--- src/rtl/mem_arbiter_if.sv ---
// mem_arbiter_if: bundles the fetch-side, load/store-side and RAM-side
// signals of the memory arbiter. The arbiter connects through the slave
// modport; the requesters and the RAM model connect through master.
interface mem_arbiter_if #(
  parameter int ADDR_W = 32,
  parameter int DATA_W = 32
);
  localparam int SEL_W = DATA_W / 8;

  // instruction-fetch requester
  logic              if_re;
  logic [ADDR_W-1:0] if_addr;
  logic              if_flush;
  logic [DATA_W-1:0] if_data;
  logic              if_busy;
  logic              if_done;

  // load/store requester
  logic              mem_re;
  logic              mem_we;
  logic [ADDR_W-1:0] mem_addr;
  logic [DATA_W-1:0] mem_wdata;
  logic [SEL_W-1:0]  mem_sel;
  logic [DATA_W-1:0] mem_rdata;
  logic              mem_busy;
  logic              mem_done;

  // shared RAM port
  logic              ram_req;
  logic              ram_we;
  logic [ADDR_W-1:0] ram_addr;
  logic [DATA_W-1:0] ram_wdata;
  logic [SEL_W-1:0]  ram_sel;
  logic [DATA_W-1:0] ram_rdata;
  logic              ram_ack;

  modport slave (
    input  if_re, if_addr, if_flush,
    output if_data, if_busy, if_done,
    input  mem_re, mem_we, mem_addr, mem_wdata, mem_sel,
    output mem_rdata, mem_busy, mem_done,
    output ram_req, ram_we, ram_addr, ram_wdata, ram_sel,
    input  ram_rdata, ram_ack
  );

  modport master (
    output if_re, if_addr, if_flush,
    input  if_data, if_busy, if_done,
    output mem_re, mem_we, mem_addr, mem_wdata, mem_sel,
    input  mem_rdata, mem_busy, mem_done,
    input  ram_req, ram_we, ram_addr, ram_wdata, ram_sel,
    output ram_rdata, ram_ack
  );
endinterface

--- src/rtl/mem_arbiter.sv ---
// mem_arbiter: shares one single-cycle-ack RAM port between an instruction
// fetch requester and a load/store requester. One access is in flight at a
// time; the request fields are captured at grant and held on the RAM port
// until ram_ack. Completion is signalled by a one-cycle done pulse to the
// owner together with registered read data.
//
// Optional feature: define MEM_ARB_RR_EN to resolve simultaneous requests
// round-robin (history bit, MEM favoured after reset). Without it MEM always
// wins over IF.
module mem_arbiter #(
  parameter int ADDR_W = 32,
  parameter int DATA_W = 32
) (
  input logic         clk,
  input logic         rst,
  mem_arbiter_if.slave bus
);

  localparam int SEL_W = DATA_W / 8;

  typedef enum logic [1:0] {
    IDLE    = 2'd0,
    IF_ACC  = 2'd1,
    MEM_ACC = 2'd2
  } state_t;

  state_t            state_q;
  logic              ramReq_q;
  logic              ramWe_q;
  logic [ADDR_W-1:0] ramAddr_q;
  logic [DATA_W-1:0] ramWdata_q;
  logic [SEL_W-1:0]  ramSel_q;
  logic [DATA_W-1:0] ifData_q;
  logic [DATA_W-1:0] memRdata_q;
  logic              ifDone_q;
  logic              memDone_q;
  logic              busy_q;
  // set once a flush has been seen during the current fetch
  logic              flushSeen_q;
`ifdef MEM_ARB_RR_EN
  // 1 after a MEM grant, so IF wins the next tie; 0 after an IF grant/reset
  logic              preferIf_q;
`endif

  logic memPending_d;
  logic ifPending_d;
  logic grantMem_d;
  logic grantIf_d;
  logic fetchDiscard_d;

  // Grant decision for the coming edge; only meaningful while IDLE
  always_comb begin
    memPending_d = bus.mem_re | bus.mem_we;
    ifPending_d  = bus.if_re & ~bus.if_flush;
    grantMem_d   = 1'b0;
    grantIf_d    = 1'b0;
    if (state_q == IDLE) begin
`ifdef MEM_ARB_RR_EN
      if (memPending_d && ifPending_d) begin
        grantMem_d = ~preferIf_q;
        grantIf_d  = preferIf_q;
      end else begin
        grantMem_d = memPending_d;
        grantIf_d  = ifPending_d;
      end
`else
      grantMem_d = memPending_d;
      grantIf_d  = ifPending_d & ~memPending_d;
`endif
    end
    fetchDiscard_d = flushSeen_q | bus.if_flush;
  end

  // Arbiter state machine with all outputs registered
  always_ff @(posedge clk) begin
    if (rst) begin
      state_q     <= IDLE;
      ramReq_q    <= 1'b0;
      ramWe_q     <= 1'b0;
      ramAddr_q   <= '0;
      ramWdata_q  <= '0;
      ramSel_q    <= '0;
      ifData_q    <= '0;
      memRdata_q  <= '0;
      ifDone_q    <= 1'b0;
      memDone_q   <= 1'b0;
      busy_q      <= 1'b0;
      flushSeen_q <= 1'b0;
`ifdef MEM_ARB_RR_EN
      preferIf_q  <= 1'b0;
`endif
    end else begin
      ifDone_q  <= 1'b0;
      memDone_q <= 1'b0;
      case (state_q)
        IDLE: begin
          if (grantMem_d) begin
            state_q    <= MEM_ACC;
            ramReq_q   <= 1'b1;
            ramWe_q    <= bus.mem_we;
            ramAddr_q  <= bus.mem_addr;
            ramWdata_q <= bus.mem_wdata;
            ramSel_q   <= bus.mem_sel;
            busy_q     <= 1'b1;
`ifdef MEM_ARB_RR_EN
            preferIf_q <= 1'b1;
`endif
          end else if (grantIf_d) begin
            state_q     <= IF_ACC;
            ramReq_q    <= 1'b1;
            ramWe_q     <= 1'b0;
            ramAddr_q   <= bus.if_addr;
            ramWdata_q  <= '0;
            ramSel_q    <= '1;
            busy_q      <= 1'b1;
            flushSeen_q <= 1'b0;
`ifdef MEM_ARB_RR_EN
            preferIf_q  <= 1'b0;
`endif
          end
        end
        IF_ACC: begin
          if (bus.if_flush) begin
            flushSeen_q <= 1'b1;
          end
          if (bus.ram_ack) begin
            state_q  <= IDLE;
            ramReq_q <= 1'b0;
            busy_q   <= 1'b0;
            if (!fetchDiscard_d) begin
              ifData_q <= bus.ram_rdata;
              ifDone_q <= 1'b1;
            end
          end
        end
        MEM_ACC: begin
          if (bus.ram_ack) begin
            state_q   <= IDLE;
            ramReq_q  <= 1'b0;
            busy_q    <= 1'b0;
            memDone_q <= 1'b1;
            if (!ramWe_q) begin
              memRdata_q <= bus.ram_rdata;
            end
          end
        end
        default: begin
          state_q  <= IDLE;
          ramReq_q <= 1'b0;
          busy_q   <= 1'b0;
        end
      endcase
    end
  end

  assign bus.ram_req   = ramReq_q;
  assign bus.ram_we    = ramWe_q;
  assign bus.ram_addr  = ramAddr_q;
  assign bus.ram_wdata = ramWdata_q;
  assign bus.ram_sel   = ramSel_q;
  assign bus.if_data   = ifData_q;
  assign bus.if_done   = ifDone_q;
  assign bus.if_busy   = busy_q;
  assign bus.mem_rdata = memRdata_q;
  assign bus.mem_done  = memDone_q;
  assign bus.mem_busy  = busy_q;

endmodule

--- src/flat_wrapper.sv ---
// flat-port wrapper written by rule: the top's interface ports become plain ports
module mem_arbiter_flat 
#(
  parameter int ADDR_W = 32,
  parameter int DATA_W = 32
)
  (clk, rst, bus_if_re, bus_if_addr, bus_if_flush, bus_if_data, bus_if_busy, bus_if_done, bus_mem_re, bus_mem_we, bus_mem_addr, bus_mem_wdata, bus_mem_sel, bus_mem_rdata, bus_mem_busy, bus_mem_done, bus_ram_req, bus_ram_we, bus_ram_addr, bus_ram_wdata, bus_ram_sel, bus_ram_rdata, bus_ram_ack);
  mem_arbiter_if #(.ADDR_W(ADDR_W), .DATA_W(DATA_W)) bus_i ();
  input logic clk;
  input logic rst;
  input wire logic [$bits(bus_i.if_re)-1:0] bus_if_re;
  input wire logic [$bits(bus_i.if_addr)-1:0] bus_if_addr;
  input wire logic [$bits(bus_i.if_flush)-1:0] bus_if_flush;
  output wire logic [$bits(bus_i.if_data)-1:0] bus_if_data;
  output wire logic [$bits(bus_i.if_busy)-1:0] bus_if_busy;
  output wire logic [$bits(bus_i.if_done)-1:0] bus_if_done;
  input wire logic [$bits(bus_i.mem_re)-1:0] bus_mem_re;
  input wire logic [$bits(bus_i.mem_we)-1:0] bus_mem_we;
  input wire logic [$bits(bus_i.mem_addr)-1:0] bus_mem_addr;
  input wire logic [$bits(bus_i.mem_wdata)-1:0] bus_mem_wdata;
  input wire logic [$bits(bus_i.mem_sel)-1:0] bus_mem_sel;
  output wire logic [$bits(bus_i.mem_rdata)-1:0] bus_mem_rdata;
  output wire logic [$bits(bus_i.mem_busy)-1:0] bus_mem_busy;
  output wire logic [$bits(bus_i.mem_done)-1:0] bus_mem_done;
  output wire logic [$bits(bus_i.ram_req)-1:0] bus_ram_req;
  output wire logic [$bits(bus_i.ram_we)-1:0] bus_ram_we;
  output wire logic [$bits(bus_i.ram_addr)-1:0] bus_ram_addr;
  output wire logic [$bits(bus_i.ram_wdata)-1:0] bus_ram_wdata;
  output wire logic [$bits(bus_i.ram_sel)-1:0] bus_ram_sel;
  input wire logic [$bits(bus_i.ram_rdata)-1:0] bus_ram_rdata;
  input wire logic [$bits(bus_i.ram_ack)-1:0] bus_ram_ack;
  assign bus_i.if_re = bus_if_re;
  assign bus_i.if_addr = bus_if_addr;
  assign bus_i.if_flush = bus_if_flush;
  assign bus_if_data = bus_i.if_data;
  assign bus_if_busy = bus_i.if_busy;
  assign bus_if_done = bus_i.if_done;
  assign bus_i.mem_re = bus_mem_re;
  assign bus_i.mem_we = bus_mem_we;
  assign bus_i.mem_addr = bus_mem_addr;
  assign bus_i.mem_wdata = bus_mem_wdata;
  assign bus_i.mem_sel = bus_mem_sel;
  assign bus_mem_rdata = bus_i.mem_rdata;
  assign bus_mem_busy = bus_i.mem_busy;
  assign bus_mem_done = bus_i.mem_done;
  assign bus_ram_req = bus_i.ram_req;
  assign bus_ram_we = bus_i.ram_we;
  assign bus_ram_addr = bus_i.ram_addr;
  assign bus_ram_wdata = bus_i.ram_wdata;
  assign bus_ram_sel = bus_i.ram_sel;
  assign bus_i.ram_rdata = bus_ram_rdata;
  assign bus_i.ram_ack = bus_ram_ack;
  mem_arbiter #(.ADDR_W(ADDR_W), .DATA_W(DATA_W)) u_core (.clk(clk), .rst(rst), .bus(bus_i));
endmodule
--- config.mk ---
export PLATFORM = sky130hd
export DESIGN_NAME = mem_arbiter_flat
export DESIGN_NICKNAME = d
export VERILOG_FILES = /design/src/rtl/mem_arbiter_if.sv /design/src/rtl/mem_arbiter.sv /design/src/flat_wrapper.sv
export SDC_FILE = /design/constraint.sdc
export NUM_CORES = 1
export LEC_CHECK = 0
export ABC_CLOCK_PERIOD_IN_PS = 1800
export BUFFER_PORTS_ARGS = -buffer_cell sky130_fd_sc_hd__buf_2
export CAP_MARGIN = 5
export CORE_MARGIN = 2
export CORE_UTILIZATION = 44
export DETAILED_ROUTE_END_ITERATION = 16
export GPL_TIMING_DRIVEN = 0
export PLACE_DENSITY_LB_ADDON = 0.15
export SYNTH_ARGS = -nofsm -noshare
export SYNTH_HDL_FRONTEND = slang
export SYNTH_SLANG_ARGS = --single-unit
--- constraint.sdc ---
create_clock -name clk -period 1.8 [get_ports clk]
set_clock_uncertainty 0.1 [all_clocks]
set_input_delay 0.09 -clock clk [delete_from_list [all_inputs] [get_ports clk]]
set_output_delay 0.09 -clock clk [all_outputs]
set_load 0.005 [all_outputs]
Word-level counts from Yosys, hierarchy flattened
Cells that the tools add are included.

cells by class
  equality and inequality tests = 7
  multiplexer cells = 23
  bitwise operators = 11
  reductions and logical operators = 11

operator list
  operator                                        number
  2-to-1 mux 32 bit                               4
  2-to-1 mux 1 bit                                11
  2-to-1 mux 4 bit                                2
  inverter 1 bit                                  7
  2-to-1 mux 2 bit                                3
  AND reduction 3 bit                             2
  != test 2 x 1 -> 1 bit (second input constant)  2
  != test 2 bit (second input constant)           2
  case mux 1 bit (2 select lines)                 2
  case mux 2 bit (2 select lines)                 1
  AND reduction 2 bit                             2
  AND reduction 4 bit                             1
  nonzero test 2 bit                              2
  OR reduction 2 bit                              2
  != test 3 x 1 -> 1 bit (second input constant)  1
  OR reduction 3 bit                              1
  bitwise AND 1 bit                               2
  == test 2 x 1 -> 1 bit (second input constant)  1
  == test 2 bit (second input constant)           1
  logical NOT 2 bit                               1
  bitwise OR 1 bit                                2

word-level totals
  bits in registers = 139
  input port bits = 139
  output and inout bits = 138

Depth between registers and ports, before layout
  word-level depth = 7
  mapped depth = 8
  mapped depth without buffers = 6

Least setup slack after synthesis
Ideal clock, no wire load.

  path kind = register -> register
  start point = register u_core.state_q[1]
  end point = register u_core.ramAddr_q[10] (netlist: u_core.bus.ram_addr[10])
  library setup time = 0.114 ns
  data arrival time = 1.400 ns
  setup slack = 0.186 ns
  cell stages (with the launch flop) = 9
  cell sequence = dfxtp_1 -> inv_1 -> ha_1 -> buf_2 -> nand2b_4 -> nor2_4 -> buf_2 -> a22o_1 -> a21o_1

on the way
  cells in the longest elaborated chain, start to end = 4

ends and longest elaborated chain
  element                        RTL line                              source
  start, declared                mem_arbiter.sv:27                     state_t state_q;
  start signal, assigned         mem_arbiter.sv:77                     state_q <= IDLE;
  start signal, assigned         mem_arbiter.sv:98                     state_q <= MEM_ACC;
  start signal, assigned         mem_arbiter.sv:109                    state_q <= IF_ACC;
  logical NOT 2 bit (*)          mem_arbiter.sv:57, mem_arbiter.sv:95
  2-to-1 mux 1 bit               mem_arbiter.sv:57                     if (state_q == IDLE) begin
  nonzero test 2 bit (no line)   -
  AND reduction 2 bit (no line)  -
  end signal, assigned           mem_arbiter.sv:101                    ramAddr_q <= bus.mem_addr;
  end signal, assigned           mem_arbiter.sv:112                    ramAddr_q <= bus.if_addr;
  end, declared                  mem_arbiter.sv:30                     logic [ADDR_W-1:0] ramAddr_q;

Every way passes the cells marked *; elsewhere a longest branch is shown, timed or not.
A chain may end at the register's enable or synchronous reset.

Worst setup path after layout
  start point = register u_core.state_q[0]
  end point = register u_core.ramAddr_q[17] (netlist: u_core.bus.ram_addr[17])

Same word-level chain as after synthesis.

==> summary.txt <==
Status - finished clean
Final setup viols - 0
Yosys warnings - 0
Nets - 1,100
Clk network pwr share - 41.8%
Final Total Pwr - 8380 uW
Vias per cell - 5.25
Crit-path cells - inv_1, ha_2, buf_6, nand2b_4, nor4_4, buf_4, buf_8, a22o_1, a21o_1
Final worst slack - 0.0546 ns
Vias in the first global route - 5,978
P&R area growth vs syn - 72.8%
Max stage delay cell, worst path - dfxtp_2
Total net switching power - 2120 uW
Final Wtd Congestion - 0.866
Power Internal - 6260 uW
Hold WC Path Type - primary input to flip-flop
Worst-margin pin slew - 0.568 ns
Top Ports - 277
Leakage Power - 0.00428 uW
Clock tree sinks - 139
Mapped Avg Cell Area - 9.60 um^2
Worst setup path category - flip-flop to flip-flop
Die Height - 111 um
Sw Ratio - 25.3%
Crit end category - flip-flop
Pre-CTS setup slack - -0.0114 ns
Antenna-violating nets left - 0
Port-buffer cells - 275
Largest net degree at the start of global routing - 17
Clock tree from TritonCTS - yes
CP Max Fanout - 10
Sequential fraction of the synthesis area - 55.8%
Max-slew violations - 0
Final Hold Fails - 0
Combinational power share - 17.1%
Fin crit period - 1.75 ns
Rows - 38
Critical path arrival - 1.95 ns
Num CTS Buffers - 17
Mapped Nets - 662
Max incr delay on CP - 0.33 ns
Syn Std Cell Area - 4990 um^2
Initial drt markers - 459
Initial antenna violation count - 0
Total gr overflow - 0
First-pass GRT wire length - 30,900 um
Area of the core - 10,900 um^2
Clk slew on worst S/H paths - 0.06 ns
Yosys cell types - 27
CP startpoint kind - flip-flop
Largest delay share family, worst path - buffers and inverters
Vias - 5,830
Mapped Cells - 520
Root Driver - clkbuf_16
Routed WL - 19,800 um
Commonest non-fill, non-tap cells in the layout - buf_2 (282), dlygate4sd3_1 (137), dfxtp_1 (137)
Router iterations before antenna repair - 5
Post-DP HPWL - 11,500 um
Sequential power share - 41.1%
# DRC - 0
H-tree depth - 4
Total power density per cell area - 971 nW/um^2
Req. time, crit path - 2.00 ns
Fmax - 0.573 GHz
Share of cells above drive strength 1 - 37.0%
Fill cells - 714
Aggregate global-route resource usage - 31.5%
Final period utilization - 97.0%
Slew HR - 62.1%
Commonest non-fill, non-tap cell in the layout - buf_2
Clock Latency Late Sink - 0.41 ns
Max Cap Viol - 0
Initial Util - 45.6%
Crit path buf inv count - 4
RSZ-0062 raised after global routing - true
Setup_tns - 0 ns
FF+latch count, synth - 139
Die area - 12,200 um^2
Die W - 111 um
Peak supply drop - 0.721 mV
Clk buf depth - 2
Wirelength per Cell - 17.8 um
Antenna Cells - 0
==> metrics by stage <==
step	instance area, um^2	utilization [%]	hold WS, ns	std cells
floorplan	4990	-	0.123	520
global placement	6540	59.8	0.212	935
detailed placement	6540	59.8	0.211	935
CTS	8550	78.2	0.0335	1107
global route	8620	78.9	0.0482	1110
finish	8620	78.9	0.0473	1110
==> sequential cells by signal (all words and copies together), names as in the netlist <==
signal / count
u_core.bus.if_data: 32
u_core.bus.mem_rdata: 32
u_core.bus.ram_addr: 32
u_core.bus.ram_wdata: 32
u_core.bus.ram_sel: 4
u_core.state_q: 2
u_core.bus.if_done: 1
u_core.bus.mem_done: 1
u_core.bus.ram_req: 1
u_core.bus.ram_we: 1
u_core.flushSeen_q: 1
==> per-layer routing <==
layer | GRT usage, % | routed length, um
met2 | 53.7 | 9740
met3 | 10.2 | 1660
met5 | 0 | 0
met4 | 18.2 | 889
met1 | 34.2 | 7480
==> worst paths after layout <==
check,from,endpoint,slack [ns],cells past startpoint
worst max-delay path,u_core.state_q[0],u_core.bus.ram_addr[17],0.05,9
worst min-delay path,bus_mem_re,u_core.state_q[0],0.05,4
worst max register to register,u_core.state_q[0],u_core.bus.ram_addr[17],0.05,9
worst min register to register,u_core.bus.ram_addr[31],u_core.bus.ram_addr[31],0.35,1
==> worst register-to-register path: stages (launching register included) <==
cell	delay (ns)
dfxtp_2	0.33
inv_1	0.06
ha_2	0.18
buf_6	0.13
nand2b_4	0.09
nor4_4	0.04
buf_4	0.16
buf_8	0.14
a22o_1	0.22
a21o_1	0.17
==> synthesized netlist by cell type (all sizes together) <==
library cell / number / area [um^2]
a21boi: 1 / 18.8
a21o: 32 / 240
a21oi: 70 / 350
a22o: 64 / 561
and4bb: 1 / 12.5
buf: 29 / 213
clkbuf: 13 / 48.8
dfxtp: 139 / 2780
ha: 3 / 37.5
inv: 2 / 7.51
nand2: 131 / 492
nand2b: 3 / 33.8
nand3: 1 / 5.00
nand3b: 1 / 7.51
nand4bb: 1 / 11.3
nor2: 17 / 86.3
nor2b: 1 / 6.26
nor3: 5 / 25.0
nor3b: 1 / 7.51
nor4: 1 / 21.3
o21ai: 2 / 10.0
o31ai: 1 / 7.51
or2: 1 / 6.26
==> cell families (layout without fill, tap and decap cells) <==
family	count (synthesis)	after routing	synth area share [%]
AND/OR/NAND/NOR	164	164	14.3
buffers and inverters	44	494	5.39
flip-flops	139	139	55.8
adder cells (fa/ha/maj)	3	3	0.752
AO/OA/AOI/OAI	170	170	23.8
==> power groups by stage <==
stage / Clock [uW] / Sequential, uW / Combinational, uW
finish: 3500 / 3450 / 1430
CTS: 3520 / 3420 / 1320
global placement: 0 / 3470 / 1050
detailed placement: 0 / 3480 / 1070
global route: 3680 / 3460 / 1520
floorplan: 0 / 3500 / 518
==> area by class of cell <==
cell class,count,area (um^2),share of cell area [%]
clock buffers,21,480,5.57
well taps,140,175,2.03
repair buffers,420,2820,32.7
multi-input cells,337,1940,22.5
clock inverters,10,116,1.35
inverters,2,7.51,0.0870
plain buffers,41,298,3.45
flip-flops and latches,139,2790,32.3
==> timing repair <==
| item | in CTS | in global routing |
|---|---|---|
| endpoints found under the setup margin | 31 | 122 |
| setup buffers | 4 | 5 |
| endpoints found under the hold margin | 137 | 0 |
| gates resized for setup | 5 | 22 |
| hold buffers | 137 | 0 |
| pin swaps | 2 | 4 |
Note: power is estimated with default switching activity, not from simulation.
